$ cat src/rtl/lz4_hash_window_gen_pkg.sv
// Shared constants, FSM state encoding and the multiplicative hash used by the LZ4 hash window generator.
package lz4_hash_window_gen_pkg;

    localparam int          LZ4_MFLIMIT    = 12;
    localparam int          LZ4_HASH_BITS  = 12;
    localparam logic [31:0] LZ4_HASH_PRIME = 32'h9E3779B1;

    typedef enum logic [2:0] {
        ST_IDLE  = 3'd0,
        ST_INIT  = 3'd1,
        ST_RUN   = 3'd2,
        ST_DRAIN = 3'd3,
        ST_DONE  = 3'd4
    } lz4_state_e;

    // Full 32-bit product; callers keep the top HASH_BITS bits.
    function automatic logic [31:0] lz4_mult(input logic [31:0] win);
        return win * LZ4_HASH_PRIME;
    endfunction

endpackage

$ cat src/rtl/lz4_hash_window_gen_obuf.sv
// Output beat buffer: synchronous FIFO with registered storage and an occupancy count.
module lz4_hash_window_gen_obuf #(
    parameter int DEPTH = 4,
    parameter int WIDTH = 8
) (
    input  logic                       clk_i,
    input  logic                       rst_i,
    input  logic                       push_i,
    input  logic [WIDTH-1:0]           wdata_i,
    input  logic                       pop_i,
    output logic [WIDTH-1:0]           rdata_o,
    output logic [$clog2(DEPTH):0]     count_o
);

    localparam int AW = $clog2(DEPTH);
    localparam int CW = AW + 1;

    logic [WIDTH-1:0] mem_q [DEPTH];
    logic [AW-1:0]    wr_ptr_q;
    logic [AW-1:0]    rd_ptr_q;
    logic [CW-1:0]    count_q;

    always_ff @(posedge clk_i or posedge rst_i) begin
        if (rst_i) begin
            wr_ptr_q <= '0;
            rd_ptr_q <= '0;
            count_q  <= '0;
            for (int i = 0; i < DEPTH; i++) begin
                mem_q[i] <= '0;
            end
        end else begin
            if (push_i) begin
                mem_q[wr_ptr_q] <= wdata_i;
                wr_ptr_q        <= wr_ptr_q + AW'(1);
            end
            if (pop_i) begin
                rd_ptr_q <= rd_ptr_q + AW'(1);
            end
            count_q <= count_q + CW'(push_i) - CW'(pop_i);
        end
    end

    assign rdata_o = mem_q[rd_ptr_q];
    assign count_o = count_q;

endmodule

$ cat src/rtl/lz4_hash_window_gen.sv
// Pulls 4 overlapping 32-bit windows per beat from the byte-addressing unit, hashes each lane and
// hands position/mask/hash/data beats to the match stage, stopping at the last legal match start.
//
//   state    | meaning
//   IDLE     | waiting for a rising edge on start
//   INIT     | addressing unit enabled, waiting for it to leave busy
//   RUN      | issuing one beat request per cycle while credits allow
//   DRAIN    | all requests issued, waiting for the pipeline and buffer to empty
//   DONE     | one-cycle done pulse, then back to IDLE
module lz4_hash_window_gen
    import lz4_hash_window_gen_pkg::*;
#(
    parameter int HASH_BITS  = LZ4_HASH_BITS,
    parameter int POS_W      = 16,
    parameter int OBUF_DEPTH = 4,
    parameter int MFLIMIT    = LZ4_MFLIMIT
) (
    input  logic                   clk_i,
    input  logic                   rst_i,
    input  logic                   start_i,
    input  logic [POS_W-1:0]       blk_len_i,
    output logic                   done_o,
    output logic                   byte4_en_o,
    input  logic                   byte4_busy_i,
    output logic                   rd_data_en_o,
    output logic                   shift_en_o,
    output logic [2:0]             shift_dist_o,
    input  logic                   byte4_valid_i,
    input  logic [31:0]            byte4_data1_i,
    input  logic [31:0]            byte4_data2_i,
    input  logic [31:0]            byte4_data3_i,
    input  logic [31:0]            byte4_data4_i,
    output logic                   hv_valid_o,
    input  logic                   hv_ready_i,
    output logic [POS_W-1:0]       hv_pos_o,
    output logic [3:0]             hv_mask_o,
    output logic [4*HASH_BITS-1:0] hv_hash_o,
    output logic [127:0]           hv_data_o
);

    localparam int CW      = $clog2(OBUF_DEPTH) + 1;
    localparam int ENTRY_W = POS_W + 4 + 4*HASH_BITS + 128;

    lz4_state_e         state_q;
    logic               start_q;
    logic               byte4_en_q;
    logic               done_q;
    logic [POS_W-1:0]   limit_q;
    logic [POS_W-1:0]   req_pos_q;
    logic [CW-1:0]      credits_q;
    logic               inflight_q;
    logic [POS_W-1:0]   inflight_pos_q;
    logic               cap_valid_q;
    logic [POS_W-1:0]   cap_pos_q;
    logic [127:0]       cap_data_q;
    logic               err_q;

    logic               rd_req;
    logic               pop;
    logic [3:0]         mask_w;
    logic [4*HASH_BITS-1:0] hash_w;
    logic [ENTRY_W-1:0] entry_w;
    logic [ENTRY_W-1:0] head_w;
    logic [CW-1:0]      count_w;

    assign rd_req = (state_q == ST_RUN) && (req_pos_q <= limit_q)
                    && (credits_q != '0) && !byte4_busy_i;

    always_ff @(posedge clk_i or posedge rst_i) begin
        if (rst_i) begin
            state_q    <= ST_IDLE;
            start_q    <= 1'b0;
            byte4_en_q <= 1'b0;
            done_q     <= 1'b0;
            limit_q    <= '0;
            req_pos_q  <= '0;
        end else begin
            start_q <= start_i;
            done_q  <= 1'b0;
            case (state_q)
                ST_IDLE: begin
                    if (start_i && !start_q) begin
                        req_pos_q <= '0;
                        limit_q   <= blk_len_i - POS_W'(MFLIMIT);
                        if (blk_len_i <= POS_W'(MFLIMIT)) begin
                            state_q <= ST_DONE;
                            done_q  <= 1'b1;
                        end else begin
                            state_q    <= ST_INIT;
                            byte4_en_q <= 1'b1;
                        end
                    end
                end
                ST_INIT: begin
                    if (!byte4_busy_i) begin
                        state_q <= ST_RUN;
                    end
                end
                ST_RUN: begin
                    if (rd_req) begin
                        req_pos_q <= req_pos_q + POS_W'(4);
                        if ((req_pos_q + POS_W'(4)) > limit_q) begin
                            state_q <= ST_DRAIN;
                        end
                    end
                end
                ST_DRAIN: begin
                    if (!inflight_q && !cap_valid_q && (count_w == '0)) begin
                        state_q    <= ST_DONE;
                        done_q     <= 1'b1;
                        byte4_en_q <= 1'b0;
                    end
                end
                default: begin
                    state_q    <= ST_IDLE;
                    byte4_en_q <= 1'b0;
                end
            endcase
        end
    end

    // Every request reserves a buffer slot up front, so a returning beat can always be accepted.
    always_ff @(posedge clk_i or posedge rst_i) begin
        if (rst_i) begin
            credits_q      <= CW'(OBUF_DEPTH);
            inflight_q     <= 1'b0;
            inflight_pos_q <= '0;
            cap_valid_q    <= 1'b0;
            cap_pos_q      <= '0;
            cap_data_q     <= '0;
            err_q          <= 1'b0;
        end else begin
            credits_q   <= credits_q - CW'(rd_req) + CW'(pop);
            inflight_q  <= rd_req;
            if (rd_req) begin
                inflight_pos_q <= req_pos_q;
            end
            cap_valid_q <= byte4_valid_i && inflight_q;
            if (byte4_valid_i && inflight_q) begin
                cap_pos_q  <= inflight_pos_q;
                cap_data_q <= {byte4_data4_i, byte4_data3_i, byte4_data2_i, byte4_data1_i};
            end
            err_q <= err_q | (byte4_valid_i & ~inflight_q);
        end
    end

    always_comb begin
        mask_w = '0;
        hash_w = '0;
        for (int i = 0; i < 4; i++) begin
            mask_w[i] = (cap_pos_q + POS_W'(i)) <= limit_q;
            hash_w[i*HASH_BITS +: HASH_BITS] =
                HASH_BITS'(lz4_mult(cap_data_q[i*32 +: 32]) >> (32 - HASH_BITS));
        end
    end

    assign entry_w = {cap_pos_q, mask_w, hash_w, cap_data_q};

    lz4_hash_window_gen_obuf #(
        .DEPTH (OBUF_DEPTH),
        .WIDTH (ENTRY_W)
    ) u_obuf (
        .clk_i   (clk_i),
        .rst_i   (rst_i),
        .push_i  (cap_valid_q),
        .wdata_i (entry_w),
        .pop_i   (pop),
        .rdata_o (head_w),
        .count_o (count_w)
    );

    assign hv_valid_o = (count_w != '0);
    assign pop        = hv_valid_o && hv_ready_i;
    assign {hv_pos_o, hv_mask_o, hv_hash_o, hv_data_o} = head_w;

    assign done_o       = done_q;
    assign byte4_en_o   = byte4_en_q;
    assign rd_data_en_o = rd_req;
    assign shift_en_o   = inflight_q;
    assign shift_dist_o = {inflight_q, 2'b00};

endmodule
$ cat config.mk
export PLATFORM = sky130hd
export DESIGN_NAME = lz4_hash_window_gen
export DESIGN_NICKNAME = d
export VERILOG_FILES = /design/src/rtl/lz4_hash_window_gen_pkg.sv /design/src/rtl/lz4_hash_window_gen_obuf.sv /design/src/rtl/lz4_hash_window_gen.sv
export SDC_FILE = /design/constraint.sdc
export NUM_CORES = 2
export LEC_CHECK = 0
export ABC_AREA = 1
export CAP_MARGIN = 25
export CORE_MARGIN = 4
export CORE_UTILIZATION = 30
export DETAILED_ROUTE_END_ITERATION = 8
export SLEW_MARGIN = 20
export SYNTH_ARGS = -nofsm -noshare
export SYNTH_HDL_FRONTEND = slang
export SYNTH_HIERARCHICAL = 1
export SYNTH_SLANG_ARGS = --single-unit
export TNS_END_PERCENT = 100
$ cat constraint.sdc
create_clock -name clk_i -period 31.5 [get_ports clk_i]
set_input_delay 6.3 -clock clk_i [delete_from_list [all_inputs] [get_ports clk_i]]
set_output_delay 6.3 -clock clk_i [all_outputs]
set_load 0.005 [all_outputs]
==> impl_metrics.tcl <==
set metrics [dict create \
    synth_compound_area_share_pct 7.39 \
    routed_via_density 4.41 \
    ctsHoldBuffers 0 \
    dr.pass1.iters 5 \
    cts.sinks 988 \
    drive_gt1_share_pct 2.72 \
    vias 62900 \
    synth-simple-area-share_pct 16.3 \
    port_buffers 351 \
    hp-start "inflight_pos_q[10]" \
    hold_violations 0 \
    cp-start-kind "primary input" \
    grt_pass1_vias 63500 \
    fp-row-count 194 \
    place_area_mm2 0.0907 \
    period_share_pct 46.1 \
    critPathMaxFanout 23 \
    crit_arrival_ps 8210 \
    preCtsSetupSlack_ps 16980 \
    gp_congestion 0.890 \
    start_util_pct 30.1 \
    cts_tree "done" \
    synth.most_common_cell "nand2_1" \
    synthArstFlopShare_pct 100 \
    synth_xor_area_share_pct 1.30 \
    postCtsResizedCells 0 \
    grt-ovfl-total 0 \
    synth_fa_ha_area_share_pct 31.4 \
    r2r_end "u_obuf/mem_q[537]" \
    cpMostUsedCell "clkdlybuf4s50_1" \
    synth_cell_types 52 \
    hold_path.class "flop to flop" \
    end_kind "output port" \
    ys_warn_count 6 \
    syn_avg_cell_area_um2 8.17 \
    ios 354 \
    coreArea_mm2 0.279 \
    path_buf_inv 3 \
    syn_inst 10300 \
    grt_max_degree 184 \
    crit_chain "clkdlybuf4s50_1, nor3_2, nand2_4, inv_2, clkdlybuf4s50_1" \
    fin_nets 12200 \
    die_h_um 537 \
    antenna_found_initial 9 \
    setup_viol 0 \
    insertion_delay_ps 910 \
    synth_commonest_cells "2645 x nand2_1, 2586 x inv_1, 987 x dfrtp_1" \
    critPathMaxStageDelay_ps 610 \
    synth_edf_count 0 \
    maxCapViolCount 0 \
    rr_worst_depth 28 \
    drcViolationCount 0 \
    holdPathEnd "cap_pos_q[10]" \
    synth.cell_area_mm2 0.0841 \
    slew_viol_final 0 \
    yosys.area.top_type "dfrtp_1" \
    layout_setup_ws_ps 16990 \
    clock-root-buffer "clkbuf_16" \
    min_path_cells 2 \
    muxShareOfSynthArea_pct 0 \
    synthDominantCellAreaShare_pct 29.4 \
    r2r_start "cap_data_q[38]" \
    fin_crit_ps 14510 \
    grt_pass1_wl_um 368000 \
    area_delta_synth_final_pct 12.6 \
    synthTopCellsByArea "dfrtp_1 29%, fa_1 19%, ha_1 12%, nand2_1 12%, inv_1 12%" \
    max_freq_ghz 0.0689 \
    clk_path_buf_depth 4 \
    antenna_left 0 \
    skew_ps 106 \
    die_area_mm2 0.289 \
    required_ps 25200 \
    cp.depth 5 \
    drt_iter0_drc 3930 \
    critPathTopFamily "buffers and inverters" \
    htreeDepth 3 \
    wl_per_cell_um 16.2 \
    crit_slowest_cell "clkdlybuf4s50_1" \
    cts_buffers 119 \
    tightest_slew_ps 999 \
    max_slew_margin_pct 33.4 \
    rsz0062_at_grt "no" \
    cts_setup_buffers 0 \
    critPathKind "primary input to output port" \
    tns_ps 0 \
    synth_seq_cells 988 \
    synth-seq-area-share_pct 29.4 \
    status "finished, final reports clean" \
    rrSetupSlack_ps 23770 \
    postLayoutCellArea_mm2 0.0947 \
    synth_top_family_by_area "adder cells" \
    die_w_um 537 \
    synth_ff_type "dfrtp_1" \
    gr-usage-all-layers_pct 16.2 \
    dpl.hpwl_um 174000 \
    drt-total-wl_um 232000 \
    cts.clk_slew.worst_paths_ps 70 \
]
## stage by stage
| stage | cells | util [%] | hold slack [ps] |
|---|---|---|---|
| 3_5_place_dp | 14100 | 32.5 | 463 |
| 4_1_cts | 14300 | 33.9 | 449 |
| 5_1_grt | 14300 | 33.9 | 484 |
| 6_report | 14300 | 33.9 | 437 |
| 2_1_floorplan | 10300 | - | 442 |
| 3_3_place_gp | 14100 | 32.5 | 454 |
## metal layers
metal | vias up | GRT usage [%] | part of all wire, %
li1 | 31300 | - | -
met1 | 30200 | 22.7 | 47
met2 | 1192 | 27.0 | 47
met3 | 250 | 1.88 | 4.3
met4 | 2 | 3.08 | 1.9
met5 | - | 0 | 0.0073
## worst reg2reg max path, delay by kind of cell (launching register included)
| family | cells | cell delay [ps] |
|---|---|---|
| DFF | 1 | 860 |
| and+or+nand+nor | 7 | 800 |
| xor gates and xnor gates | 1 | 470 |
| buffers and inverters | 10 | 1030 |
| adders and majority gates | 9 | 4290 |
| AOI/OAI and AO/OA | 1 | 200 |
## kinds of logic after synthesis
logic type	after synthesis
AOI/OAI and AO/OA	1206
xor gates and xnor gates	125
adders and majority gates	1623
buffers and inverters	2961
DFF	988
other	1
and+or+nand+nor	3388
## flip-flops by register name, summed over array words and instances, names as in the netlist
signal,count
credits_q,3
u_obuf/rd_ptr_q,2
limit_q,16
u_obuf/count_o,3
u_obuf/wr_ptr_q,2
byte4_en_o,1
cap_valid_q,1
inflight_pos_q,14
cap_data_q,128
shift_en_o,1
start_q,1
u_obuf/mem_q,784
state_q,3
cap_pos_q,14
req_pos_q,14
done_o,1
## cells in the final DEF, fill, tap and decap left out, types with 151 or more instances in the layout
| cell | n |
|---|---|
| ha_1 | 809 |
| clkdlybuf4s50_1 | 351 |
| fa_1 | 814 |
| nand3_1 | 498 |
| o21ai_0 | 508 |
| a21oi_1 | 151 |
| dfrtp_1 | 985 |
| nand2_1 | 2644 |
| inv_1 | 2583 |
| o21ai_1 | 475 |
## worst max path at each step
stage / from / end / slack, ps
final: byte4_busy_i / rd_data_en_o / 16990
after global routing: byte4_busy_i / rd_data_en_o / 16860
after CTS: byte4_busy_i / rd_data_en_o / 16970
after detailed placement: byte4_busy_i / rd_data_en_o / 16980
after global placement: byte4_busy_i / rd_data_en_o / 16990
after floorplan: rst_i / u_obuf/count_o[0] / 2990
## final cells by class
cell class                      count  area, um^2
Multi-Input combinational cell   6346       47500
Timing Repair Buffer              406        4000
Inverter                         2596        9790
Fill cell                       29400      184000
Clock buffer                      168        3350
Tap cell                         3724        4660
Sequential cell                   988       24700
Clock inverter                     46         607
Antenna cell                        3        7.51
Power is not shown: default switching activity piles up to over one toggle a cycle in this logic, so the estimate is an artifact.
